## src/rtl/text_console_writer.sv

```systemverilog
// Byte-stream text console: writes {attr,char} cells into character RAM, tracks the
// cursor, handles CR/LF/BS/FF and scrolls the screen up one row by RAM copy.
module text_console_writer #(
  parameter int         N_COL          = 80,
  parameter int         N_ROW          = 30,
  parameter int         TEXTADDR_WIDTH = 12,
  parameter logic [7:0] DEFAULT_ATTR   = 8'h0F
) (
  input  logic        cpu_clk,
  input  logic        rst_n,
  input  logic        in_valid,
  input  logic [7:0]  in_char,
  output logic        in_ready,
  input  logic        attr_we,
  input  logic [7:0]  attr_in,
  output logic [15:0] ram_addr,
  output logic        ram_we,
  output logic        ram_oe,
  output logic [15:0] ram_wdata,
  input  logic [15:0] ram_rdata,
  output logic [7:0]  cur_col,
  output logic [7:0]  cur_row,
  output logic        busy
);
  localparam int AW = TEXTADDR_WIDTH;
  localparam logic [7:0]    LAST_COL   = 8'(N_COL - 1);
  localparam logic [7:0]    LAST_ROW   = 8'(N_ROW - 1);
  localparam logic [AW-1:0] LAST_CELL  = AW'(N_COL * N_ROW - 1);
  localparam logic [AW-1:0] LAST_COPY  = AW'(N_COL * (N_ROW - 1) - 1);
  localparam logic [AW-1:0] ROW_STRIDE = AW'(N_COL);
  localparam logic [AW-1:0] SRC_STEP   = AW'(N_COL + 1);

  typedef enum logic [2:0] {IDLE, PUT, SCR_RD, SCR_WR, SCR_CLR, FILL} state_t;

  state_t        state_r, state_s;
  logic [7:0]    col_r, col_s, row_r, row_s;
  logic [7:0]    attr_r, attr_s, op_attr_r, op_attr_s;
  logic [AW-1:0] addr_r, addr_s;
  logic          we_r, we_s, oe_r, oe_s;
  logic [15:0]   wdata_r, wdata_s;
  logic          printable_s;

  function automatic logic [AW-1:0] cell_addr(input logic [7:0] row, input logic [7:0] col);
    cell_addr = AW'(32'(row) * 32'(N_COL) + 32'(col));
  endfunction

  assign printable_s = (in_char >= 8'h20) && (in_char <= 8'h7E);

  // Next-state, cursor and RAM-strobe computation
  always_comb begin
    state_s   = state_r;
    col_s     = col_r;
    row_s     = row_r;
    op_attr_s = op_attr_r;
    addr_s    = addr_r;
    we_s      = 1'b0;
    oe_s      = 1'b0;
    wdata_s   = wdata_r;
    if (attr_we) begin
      attr_s = attr_in;
    end else begin
      attr_s = attr_r;
    end
    case (state_r)
      IDLE: begin
        if (!in_valid) begin
          state_s = IDLE;
        end else if (printable_s) begin
          state_s = PUT;
          we_s    = 1'b1;
          addr_s  = cell_addr(row_r, col_r);
          wdata_s = {attr_r, in_char};
        end else if (in_char == 8'h0A) begin
          col_s = 8'h00;
          if (row_r == LAST_ROW) begin
            state_s   = SCR_RD;
            oe_s      = 1'b1;
            addr_s    = ROW_STRIDE;
            op_attr_s = attr_r;
          end else begin
            row_s = row_r + 8'h01;
          end
        end else if (in_char == 8'h0D) begin
          col_s = 8'h00;
        end else if (in_char == 8'h08) begin
          if (col_r != 8'h00) begin
            col_s = col_r - 8'h01;
          end else begin
            col_s = col_r;
          end
        end else if (in_char == 8'h0C) begin
          state_s   = FILL;
          we_s      = 1'b1;
          addr_s    = '0;
          wdata_s   = {attr_r, 8'h20};
          op_attr_s = attr_r;
        end else begin
          state_s = IDLE;
        end
      end
      PUT: begin
        if (col_r != LAST_COL) begin
          col_s   = col_r + 8'h01;
          state_s = IDLE;
        end else if (row_r != LAST_ROW) begin
          col_s   = 8'h00;
          row_s   = row_r + 8'h01;
          state_s = IDLE;
        end else begin
          // Wrapping off the bottom-right cell scrolls; cursor parks at the last row
          col_s     = 8'h00;
          state_s   = SCR_RD;
          oe_s      = 1'b1;
          addr_s    = ROW_STRIDE;
          op_attr_s = attr_r;
        end
      end
      SCR_RD: begin
        state_s = SCR_WR;
        we_s    = 1'b1;
        addr_s  = addr_r - ROW_STRIDE;
      end
      SCR_WR: begin
        if (addr_r == LAST_COPY) begin
          state_s = SCR_CLR;
          we_s    = 1'b1;
          addr_s  = addr_r + AW'(1);
          wdata_s = {op_attr_r, 8'h20};
        end else begin
          state_s = SCR_RD;
          oe_s    = 1'b1;
          addr_s  = addr_r + SRC_STEP;
        end
      end
      SCR_CLR, FILL: begin
        if (addr_r == LAST_CELL) begin
          state_s = IDLE;
          if (state_r == FILL) begin
            col_s = 8'h00;
            row_s = 8'h00;
          end else begin
            col_s = col_r;
          end
        end else begin
          we_s    = 1'b1;
          addr_s  = addr_r + AW'(1);
          wdata_s = {op_attr_r, 8'h20};
        end
      end
      default: begin
        state_s = IDLE;
      end
    endcase
  end

  // State, cursor, attribute and RAM output registers
  always_ff @(posedge cpu_clk) begin
    if (!rst_n) begin
      state_r   <= IDLE;
      col_r     <= 8'h00;
      row_r     <= 8'h00;
      attr_r    <= DEFAULT_ATTR;
      op_attr_r <= DEFAULT_ATTR;
      addr_r    <= '0;
      we_r      <= 1'b0;
      oe_r      <= 1'b0;
      wdata_r   <= 16'h0000;
    end else begin
      state_r   <= state_s;
      col_r     <= col_s;
      row_r     <= row_s;
      attr_r    <= attr_s;
      op_attr_r <= op_attr_s;
      addr_r    <= addr_s;
      we_r      <= we_s;
      oe_r      <= oe_s;
      wdata_r   <= wdata_s;
    end
  end

  // Scroll copy data arrives the cycle after the read, so it is forwarded straight through
  assign ram_wdata = (state_r == SCR_WR) ? ram_rdata : wdata_r;
  assign ram_addr  = 16'(addr_r);
  assign ram_we    = we_r;
  assign ram_oe    = oe_r;
  assign cur_col   = col_r;
  assign cur_row   = row_r;
  assign in_ready  = (state_r == IDLE);
  assign busy      = (state_r != IDLE);

endmodule

```

## config.mk

```make
export PLATFORM = sky130hd
export DESIGN_NAME = text_console_writer
export DESIGN_NICKNAME = d
export VERILOG_FILES = /design/src/rtl/text_console_writer.sv
export SDC_FILE = /design/constraint.sdc
export NUM_CORES = 1
export LEC_CHECK = 0
export ABC_AREA = 1
export CORE_MARGIN = 2
export CORE_UTILIZATION = 35
export CTS_CLUSTER_DIAMETER = 100
export DETAILED_ROUTE_END_ITERATION = 7
export PLACE_DENSITY_LB_ADDON = 0.25
export SKIP_CTS_REPAIR_TIMING = 1
export SYNTH_ARGS = -nofsm -noshare
export SYNTH_HDL_FRONTEND = slang
export SYNTH_SLANG_ARGS = --single-unit
```

## constraint.sdc

```tcl
create_clock -name cpu_clk -period 2.5 [get_ports cpu_clk]
set_clock_uncertainty 0.05 [all_clocks]
set_input_delay 0.5 -clock cpu_clk [delete_from_list [all_inputs] [get_ports cpu_clk]]
set_output_delay 0.5 -clock cpu_clk [all_outputs]
set_load 0.01 [all_outputs]
```

======== Word-level counts from Yosys, hierarchy flattened ========
Cells that the tools add are included.
operators by class
  $add $sub $neg .......................... 7
  multipliers ............................. 1
  div/mod/pow operators ................... 0
  $lt $le $gt $ge ......................... 2
  eq/ne operators ......................... 42
  shift-type cells ........................ 0
  muxes and demuxes ....................... 78
  bitwise gates (word level) .............. 0
  reductions and logical operators ........ 15
operator list
  kind                                                                     number
  8-bit 2-to-1 mux                                                         24
  16-bit 2-to-1 mux                                                        9
  12-bit 2-to-1 mux                                                        11
  12-bit case mux with 5 select lines                                      1
  16-bit case mux with 3 select lines                                      1
  8-bit case mux with 3 select lines                                       2
  8-bit by 4-bit equality test with 1-bit output, second input constant    4
  3-bit 2-to-1 mux                                                         9
  9-bit AND reduction                                                      3
  12-bit equality test, second input constant                              2
  2-bit inequality test, second input constant                             10
  8-bit by 1-bit adder with 8-bit output, second input constant            2
  8-bit case mux with 2 select lines                                       1
  1-bit 2-to-1 mux                                                         15
  3-bit inequality test, second input constant                             5
  3-bit case mux with 5 select lines                                       1
  12-bit by 1-bit adder with 12-bit output, second input constant          1
  12-bit by 7-bit adder with 12-bit output, second input constant          1
  12-bit by 8-bit adder with 12-bit output                                 1
  4-bit by 1-bit inequality test with 1-bit output, second input constant  3
  12-bit by 7-bit subtractor with 12-bit output, second input constant     1
  5-bit inequality test, second input constant                             2
  3-bit nonzero test                                                       3
  8-bit by 5-bit equality test with 1-bit output, second input constant    1
  other kinds (27)                                                         32
word-level totals
  register bits after elaboration ......... 65
  latch bits .............................. 0
  memory bits (writable) .................. 0
  bits in read-only memories .............. 0
  input bits .............................. 36
  memories ................................ 0

======== Logic depth before layout (Yosys ltp) ========
  depth in word-level cells ............... 8
  depth in mapped cells ................... 15
  gate-level depth less buffers ........... 15

======== Worst setup path before layout ========
No wires, ideal clock.
  kind .................................... register to register
  start ................................... reg row_r[1] (netlist: cur_row[1])
  end ..................................... reg addr_r[11]
  setup time .............................. 0.109 ns
  arrival ................................. 2.154 ns
  required time ........................... 2.341 ns
  slack ................................... 0.187 ns
  cell stages (with the launch flop) ...... 15
  buffers on the path ..................... 0
  period minus slack after synthesis ...... 2.313 ns
  cells stage by stage .................... dfxtp_1 > ha_1 > ha_1 > inv_1 > fa_1 > nor2_1 > nand3_1 > nand3_1 > nand2_1 > nor2_1 > nand2_1 > nand3_1 > nand3_1 > nand2_1 > inv_1
between the ends
  word-level cells in the longest chain between the ends .. 5
  elaborated cells on any way between the ends .. 10
RTL lines
  what                                         line  text
  start: declaration                           36    logic [7:0] col_r, col_s, row_r, row_s;
  start signal: assignment                     171   row_r <= row_s;
  8-bit by 3-bit multiplier with 8-bit output  44    cell_addr = AW'(32'(row) * 32'(N_COL) + 32'(col));
  12-bit by 8-bit adder with 12-bit output     44
  12-bit 2-to-1 mux                            68    end else if (printable_s) begin
  12-bit 2-to-1 mux                            66    if (!in_valid) begin
  12-bit case mux with 5 select lines          64    case (state_r)
  end signal: assignment                       174   addr_r <= addr_s;
  end: declaration                             38    logic [AW-1:0] addr_r, addr_s;
Parallel ways exist; a longest one is shown, timed or not. The select of a mux whose other input is x is not followed.
A chain may end at the register's enable or synchronous reset.

======== Final worst setup path ========
  start ................................... reg state_r[2]
  end ..................................... out ram_wdata[9]
between the ends
  word-level cells in the longest chain between the ends .. 2
RTL lines
  what                                            line  text
  start: declaration                              35    state_t state_r, state_s;
  start signal: assignment                        169   state_r <= state_s;
  3-bit by 2-bit equality test with 1-bit output  182   assign ram_wdata = (state_r == SCR_WR) ? ram_rdata : wdata_r;
  16-bit 2-to-1 mux                               182
  end: declaration                                19    output logic [15:0] ram_wdata,
No other way between the ends.

==> results by group <==
Detailed routing
  – Vias/cell: 4.838
  – Wire length per cell: 13.54 um
  – Iter 0 DRT Violations: 357
  – Antenna-violating nets left: 0
  – Vias: 5,283
  – Drc violations: 0
  – Router iterations before antenna repair: 5
  – Routed wire length: 14.79 mm

Place
  – RePlAce Congestion: 0.9072
  – DP HPWL: 11.26 mm
  – Port Buf Inserts: 83
  – Placed Area: 0.006287 mm^2
  – Placement Setup Slack: -23.69 ps
  – Dpl cells: 1,076

STA
  – Tightest Pin Transition: 852.9 ps
  – Final min period: 2404 ps
  – Slew HR: 42.93%
  – Max-slew violations: 0
  – Final setup margin: 95.86 ps
  – Period utilization: 96.17%
  – Final hold violation count: 0
  – Fmax: 415.9 MHz
  – Setup violators final: 0
  – Post-route setup TNS: 0 ps
  – RSZ-0062 raised after global routing: false

Power and ir drop
  – Power per cell area: 464.4 mW/mm^2
  – Static Leak: 3.102 nW
  – Max VDD drop: 260.4 uV

Yosys
  – Area leader, netlist: dfxtp_1
  – Yosys synthesis warning count: 0
  – Share of the synthesized area in the top cell type: 25.69%
  – Predominant post-synthesis flop cell: dfxtp_1
  – Post-synthesis sequential area ratio: 25.69%
  – Largest family of logic cells by synthesized area: simple AND/OR/NAND/NOR gates
  – Synth Area in Compound Gates: 14.84%
  – Simple-gate share of the synthesized area: 37.98%
  – Post-synthesis mux area share: 0%
  – Synth Area in Adders: 6.718%
  – Synth async-reset ratio: 0%
  – Area contributors post-synth: dfxtp_1 26%, nand2_1 14%, nor2_1 7.6%
  – Cell count after synthesis: 801
  – Count of cell types in the netlist: 44
  – Post-synth EDFFs: 0
  – Avg Cell Area, Syn: 6.325 um^2
  – Mapped Area: 0.005066 mm^2
  – #FFs+latches synth: 65
  – Synth Area in XOR/XNOR: 3.631%

Hold path
  – Hold Startpoint: wdata_r[1]
  – Hold/Removal Path Class: reg2reg

Floorplan
  – Core Footprint: 0.01399 mm^2
  – Rows: 43
  – Die Y-Extent: 124.3 um
  – Initial Util: 36.22%
  – Die area: 0.01545 mm^2
  – Num ports: 88
  – Die Span X: 124.3 um

Cells and area
  – Ant diodes: 0
  – Most common cell after layout, fill and taps aside: nand2_1
  – Layout Nets: 969
  – Non-filler cells, final: 1,092
  – Design Area, Final: 0.006615 mm^2
  – Share of post-route cells with drive strength above 1: 11.29%
  – Filler cells: 1,455
  – Most frequent cells in the layout: 187 x nand2_1, 103 x nor2_1, 87 x inv_1
  – Layout area overhead: 30.58%

Flow run
  – Max Cap Viol: 0

Worst setup path
  – Reg2reg start: cur_row[1]
  – CP startpoint: state_r[2]
  – Nature of the critical path startpoint: flip-flop
  – Crit-path max FO: 31
  – WP data arrival: 1850 ps
  – Worst path required time: 1950 ps
  – Crit end category: output port
  – WS Path Type: reg2out

Global routing
  – Initial antenna violation count: 0
  – First-pass GRT wire length: 24.39 mm
  – Total grt overflow: 0
  – Largest net degree at the start of global routing: 33
  – Number of global-route vias before repair: 4,820
  – GRT Resource Usage Total: 19.07%

CTS
  – Clk sinks: 65
  – Clk pin slew, worst setup/hold paths: 60 ps
  – CTS Buffer Depth: 2
  – Clock latency on the worst-skew pair: 340 ps
  – Num CTS Buffers: 9
  – Clock Tree Root: clkbuf_16
  – CTS tree: built
  – CTS H-tree depth: 3

Outcome
  – Status: completed
## synth_stat cells, types with 2 or more instances
cell type,n
nor3_1,14
or2_2,3
nor2_2,4
fa_1,2
o21ai_1,7
nand2_1,187
xnor2_1,3
nand4_1,17
buf_6,5
nand3_1,67
ha_1,24
a21oi_2,2
inv_4,2
nand2_4,3
nand3_2,8
clkbuf_1,11
o21ai_0,60
buf_4,7
or2_1,2
nand2_2,6
a22oi_1,3
inv_2,5
inv_1,87
a21oi_1,48
nor2_1,103
nor2_4,5
xor2_1,18
dfxtp_1,65
buf_2,9
a31oi_1,2
o22ai_1,3
o21ai_2,3
o211ai_1,5
## worst paths after layout
| kind | endpoint | slack, ps | cells past startpoint |
|---|---|---|---|
| setup / recovery | ram_wdata[9] | 100 | 7 |
| hold / removal | wdata_r[1] | 400 | 2 |
| setup reg to reg | addr_r[11] | 230 | 14 |
| hold reg to reg | wdata_r[1] | 400 | 2 |
## worst max-delay path, cell delays in order, from the launching register on
cell,delay (ps)
dfxtp_1,330
inv_4,90
nand3_2,80
inv_2,140
buf_12,180
nand2_1,60
o21ai_0,70
clkdlybuf4s50_1,570
## final cells by class
class                      instances  area (um^2)  share of cell area [%]
multi-input combinational        611         3216                   48.61
clock inverter                     6        66.31                   1.002
sequential                        65         1301                   19.67
clock buffer                      10        239.0                   3.613
inverter                          95        361.6                   5.466
tap                              180        225.2                   3.405
timing repair buffer             125         1206                   18.23
## registers in the layout (all words and copies together) (netlist names)
| register | flops |
|---|---|
| addr_r | 12 |
| attr_r | 8 |
| cur_col | 8 |
| cur_row | 8 |
| op_attr_r | 8 |
| ram_oe | 1 |
| ram_we | 1 |
| state_r | 3 |
| wdata_r | 16 |
## logic make-up after synthesis
group	Yosys count
other cells	1
flops	65
buf+inv	128
xor+xnor	21
compound gates	137
fa+ha+maj	26
simple gates	423
## report_power, final
group	switching, W	internal [W]	leakage [nW]	total, W
Combinational	0.000345	0.000284	2.43	0.000629
Clock	0.000504	0.000800	0.141	0.00130
Sequential	0.0000441	0.00109	0.532	0.00114
## layer usage
layer	routed length [um]	share of wire (%)	vias to the layer above	GRT usage, %
met1	7308	49	2318	27.59
met4	177	1.2	0	4.759
met2	6460	44	129	28.93
li1	-	-	2821	-
met5	0	0	-	0
met3	840	5.7	15	3.909
## metrics by stage
step                      hold slack, ps  utilization [%]  total power, W
after floorplan                    374.5                -        0.001526
after global placement             383.7            44.95        0.001789
after detailed placement           390.4            44.95        0.001788
after CTS                          398.4            47.13        0.003097
after global routing               419.2            47.29        0.003223
final                              396.9            47.29        0.003072
Power figures use the tool's default switching activity.
